`src/rtl/axi_read_responder.sv`:
```
// AXI read-channel slave that serves INCR/FIXED bursts from a 1-cycle-latency SRAM.
// One SRAM access per beat; unsupported size/burst requests return SLVERR beats.
module axi_read_responder #(
  parameter int ID_W   = 8,
  parameter int ADDR_W = 32,
  parameter int DATA_W = 32,
  parameter int LEN_W  = 4,
  parameter int MEM_AW = 14
) (
  input  logic              clk,
  input  logic              rst,
  input  logic [ID_W-1:0]   ARID_i,
  input  logic [ADDR_W-1:0] ARADDR_i,
  input  logic [LEN_W-1:0]  ARLEN_i,
  input  logic [2:0]        ARSIZE_i,
  input  logic [1:0]        ARBURST_i,
  input  logic              ARVALID_i,
  output logic              ARREADY_o,
  output logic [ID_W-1:0]   RID_o,
  output logic [DATA_W-1:0] RDATA_o,
  output logic [1:0]        RRESP_o,
  output logic              RLAST_o,
  output logic              RVALID_o,
  input  logic              RREADY_i,
  output logic              mem_cs_o,
  output logic [MEM_AW-1:0] mem_addr_o,
  input  logic [DATA_W-1:0] mem_rdata_i
);

  localparam logic [1:0] RESP_OKAY   = 2'b00;
  localparam logic [1:0] RESP_SLVERR = 2'b10;

  typedef enum logic [1:0] {IDLE, FETCH, RESP} state_e;

  state_e            state_q;
  logic [LEN_W-1:0]  cnt_q;
  logic [LEN_W-1:0]  len_q;
  logic [MEM_AW-1:0] addr_q;
  logic              incr_q;
  logic              err_q;
  logic [ID_W-1:0]   rid_q;
  logic [DATA_W-1:0] rdata_q;
  logic [1:0]        rresp_q;
  logic              rvalid_q;
  logic              rlast_q;
  logic              arready_q;

  logic              ar_hs;
  logic              r_hs;
  logic              ar_err;
  logic [MEM_AW-1:0] ar_waddr;
  logic [MEM_AW-1:0] addr_d;
  logic              unused_addr_bits;

  assign ar_hs    = (state_q == IDLE) & ARVALID_i;
  assign r_hs     = rvalid_q & RREADY_i;
  assign ar_err   = (ARSIZE_i != 3'b010) | ARBURST_i[1];
  assign ar_waddr = ARADDR_i[MEM_AW+1:2];
  assign addr_d   = incr_q ? addr_q + MEM_AW'(1) : addr_q;

  // Byte lane and out-of-macro address bits carry no meaning for a word SRAM.
  assign unused_addr_bits = ^{ARADDR_i[ADDR_W-1:MEM_AW+2], ARADDR_i[1:0]};

  // The SRAM is strobed in the handshake cycle itself so data lands during FETCH.
  assign mem_cs_o   = (ar_hs & ~ar_err) | (r_hs & ~rlast_q & ~err_q);
  assign mem_addr_o = (state_q == IDLE) ? ar_waddr : addr_d;

  assign ARREADY_o = arready_q;
  assign RID_o     = rid_q;
  assign RDATA_o   = rdata_q;
  assign RRESP_o   = rresp_q;
  assign RLAST_o   = rlast_q;
  assign RVALID_o  = rvalid_q;

  always_ff @(posedge clk) begin
    if (rst) begin
      state_q   <= IDLE;
      cnt_q     <= '0;
      len_q     <= '0;
      addr_q    <= '0;
      incr_q    <= 1'b0;
      err_q     <= 1'b0;
      rid_q     <= '0;
      rdata_q   <= '0;
      rresp_q   <= RESP_OKAY;
      rvalid_q  <= 1'b0;
      rlast_q   <= 1'b0;
      arready_q <= 1'b1;
    end else begin
      case (state_q)
        IDLE: begin
          if (ar_hs) begin
            rid_q     <= ARID_i;
            addr_q    <= ar_waddr;
            len_q     <= ARLEN_i;
            incr_q    <= (ARBURST_i == 2'b01);
            err_q     <= ar_err;
            cnt_q     <= '0;
            arready_q <= 1'b0;
            state_q   <= FETCH;
          end
        end
        FETCH: begin
          rdata_q  <= err_q ? '0 : mem_rdata_i;
          rresp_q  <= err_q ? RESP_SLVERR : RESP_OKAY;
          rlast_q  <= (cnt_q == len_q);
          rvalid_q <= 1'b1;
          state_q  <= RESP;
        end
        RESP: begin
          // Beat outputs hold until the master takes the beat.
          if (r_hs) begin
            rvalid_q <= 1'b0;
            if (rlast_q) begin
              rlast_q   <= 1'b0;
              arready_q <= 1'b1;
              state_q   <= IDLE;
            end else begin
              cnt_q   <= cnt_q + LEN_W'(1);
              addr_q  <= addr_d;
              state_q <= FETCH;
            end
          end
        end
        default: state_q <= IDLE;
      endcase
    end
  end

endmodule

```
`config.mk`:
```
export PLATFORM = sky130hd
export DESIGN_NAME = axi_read_responder
export DESIGN_NICKNAME = d
export VERILOG_FILES = /design/src/rtl/axi_read_responder.sv
export SDC_FILE = /design/constraint.sdc
export NUM_CORES = 1
export LEC_CHECK = 0
export CORE_MARGIN = 2
export CORE_UTILIZATION = 33
export CTS_CLUSTER_SIZE = 40
export DETAILED_ROUTE_END_ITERATION = 10
export GPL_TIMING_DRIVEN = 1
export PLACE_DENSITY = 0.68
export SETUP_SLACK_MARGIN = 0.15
export SYNTH_ARGS = -nofsm -noshare
export SYNTH_HDL_FRONTEND = slang
export SYNTH_SLANG_ARGS = --single-unit
```
`constraint.sdc`:
```
create_clock -name clk -period 4.9 [get_ports clk]
set_clock_uncertainty 0.05 [all_clocks]
set_input_delay 0.98 -clock clk [delete_from_list [all_inputs] [get_ports clk]]
set_output_delay 0.98 -clock clk [all_outputs]
set_load 0.02 [all_outputs]
```
==> reports/metrics.yaml <==
yosys:
  syn_area_um2: 3390
  yosys_most_used_dff: "dfxtp_1"
  synth-seq-cells: 70
  yosysTopAreaCell: "dfxtp_1"
  syn_nets: 512
  synth_top_cell_area_share_pct: 41.3
  synth_edf_count: 0
  yosysSeqAreaShare_pct: 41.3
  syn_area_per_cell_um2: 7.98
  yosysWarnings: 0
  async_flop_share_pct: 0
  synth_area_leaders: "dfxtp_1, nand2_1, a21oi_1"
  yosys.cell_types.count: 54
  yosysMostFrequentCell: "nand2_1"
  synth_cells: 425
  synthTopCellsByCount: "nand2_1, dfxtp_1, a21oi_1"
sta:
  drv_slew: 0
  fin_setup_tns_ns: 0
  worstMarginPinSlew_ns: 1.23
  finalCriticalPeriod_ns: 3.87
  hold_violations: 0
  hold_ws_ns: 0.402
  slew_headroom_pct: 17.9
  fmax_mhz: 258
  timing.final.crit_share_pct: 79.0
  finalSetupViolCount: 0
  rsz0062_at_grt: "false"
worst_setup_path:
  cp_data_required_time_ns: 3.87
  crit_slowest_cell: "or4b_2"
  critPathMaxFanout: 2
  cp-start-kind: "input port"
  critPathTopFamily: "buffers and inverters"
  cpPeakStageDelay_ns: 0.68
  path_class: "input port to output port"
  cpMostUsedCell: "clkdlybuf4s50_1"
  cp.arrival_ns: 2.84
  crit_path_cell_trace: "clkdlybuf4s50_1, or4b_2, o32ai_1, clkdlybuf4s50_1"
  endpoint_kind: "output port"
  path_buf_inv: 2
detailed_routing:
  ant_nets: 0
  drtIter0Drc: 184
  dr.pass1.iters: 4
  vias_per_cell: 5.06
  vias: 3394
  routed_wl_mm: 9.69
  drc: 0
  detail_route.wl_per_cell_um: 14.4
floorplanning:
  start_util_pct: 33.4
  core_area_um2: 10100
  pin_count: 145
  die-width_um: 105
  dieArea_um2: 11100
  die_h_um: 105
  std_cell_rows: 37
clock_tree:
  path_clk_slew_ns: 0.08
  cts_buffer_depth: 2
  ctsResizeCount: 0
  h-tree-depth: 3
  cts_tree: "built"
  cts_made_buffers: 9
  cts_sinks: 70
  clock-root-buffer: "clkbuf_8"
  cts_setup_buffers: 0
  postCtsHoldBufs: 0
  clk_latency_ns: 0.33
final_layout:
  regArea_um2: 1400
  area_growth_pct: 45.2
  multi_input_area_um2: 1820
  drive_gt1_share_pct: 6.73
  nNetsFinal: 617
  diodes: 0
  n_fill_cell: 957
global_routing:
  antenna_found_initial: 0
  met2_usage_pct: 28.1
  grt_start_max_net_pins: 67
  top_usage_layer: "met2"
  grtUsageMet1_pct: 22.7
  first_global_vias: 3202
  gr-usage-all-layers_pct: 17.6
  grt-ovfl-total: 0
  use_met3_pct: 4.89
  grt_pass1_wl_mm: 15.9
place:
  hpwl_mm: 6.68
  portBuffers: 125
  finalWeightedCongestion: 0.798
power:
  cellPowerDensity_nw_per_um2: 305
  p_leak_nw: 1.69
  vdd_drop_max_mv: 0.165
min_path:
  hp-class: "flop to flop"
status:
  status: "finished clean"
run:
  drv_cap: 0
[cells by family (layout without fill, tap and decap cells)]
logic type,count (synthesis),in the layout,synth area share [%]
multiplexers,2,2,0.590
AND/OR/NAND/NOR,181,181,28.8
adder cells (fa/ha/maj),2,2,0.738
flip-flops,70,70,41.3
AO/OA/AOI/OAI,108,108,18.6
buffers and inverters,43,153,5.20
other,1,1,0.111
XOR/XNOR,18,18,4.65
[layer usage]
layer / vias up / part of all wire (%)
met4: 0 / 1.2
met1: 1597 / 44
met5: - / 0
li1: 1687 / -
met2: 102 / 48
met3: 8 / 7.2
[placed cells by master (no fill, tap or decap), drive strengths merged, types with 10 or more instances in the layout]
master | synthesis | final
clkdlybuf4s50 | 0 | 124
o21ai | 20 | 20
dfxtp | 70 | 70
nand2 | 80 | 80
nor2 | 19 | 19
clkbuf | 26 | 10
nand3b | 34 | 34
a21oi | 59 | 59
[worst paths after layout]
path | start | to | slack, ns | cells after the start
worst max register to register | state_q[1]$_SDFFE_PP0P_ | err_q$_SDFFE_PP0P_ | 2.52 | 5
worst min register to register | RDATA_o[19]$_SDFFE_PP0P_ | RDATA_o[19]$_SDFFE_PP0P_ | 0.40 | 2
worst min-delay path | RDATA_o[19]$_SDFFE_PP0P_ | RDATA_o[19]$_SDFFE_PP0P_ | 0.40 | 2
worst max-delay path | ARSIZE_i[0] | mem_cs_o | 1.03 | 4
[state kept, by name, summed over array words and instances (netlist names), 2 cells and up]
register and count:
RDATA_o 32, addr_q 14, RID_o 8, cnt_q 4
len_q 4, state_q 2
[stage by stage]
| stage | instances | area (um^2) | setup WS (ns) | power [mW] | util [%] |
|---|---|---|---|---|---|
| global placement | 655 | 4700 | 1.03 | 0.991 | 46.4 |
| floorplan | 425 | 3390 | 1.85 | 0.836 | - |
| global route | 671 | 4920 | 0.916 | 1.58 | 48.6 |
| finish | 671 | 4920 | 1.03 | 1.50 | 48.6 |
| detailed placement | 655 | 4700 | 1.04 | 0.997 | 46.4 |
| CTS | 671 | 4920 | 1.02 | 1.52 | 48.6 |
[where the power goes]
group / internal (mW) / switching [mW]
sequential: 0.605 / 0.0452
clock: 0.299 / 0.221
combinational: 0.169 / 0.165
total: 1.07 / 0.431
[layout make-up]
class	count	area share, %
clock buffers	10	2.80
clock inverters	6	1.73
inverters	6	0.457
multi-input cells	312	36.9
flip-flops and latches	70	28.5
well taps	136	3.46
repair buffers	131	26.2
[worst min-delay path, stage by stage, from the launching register on]
cell     delay (ns)
dfxtp_1        0.31
nand2_1        0.05
a21oi_1        0.05
(Power assumes the default switching activity.)
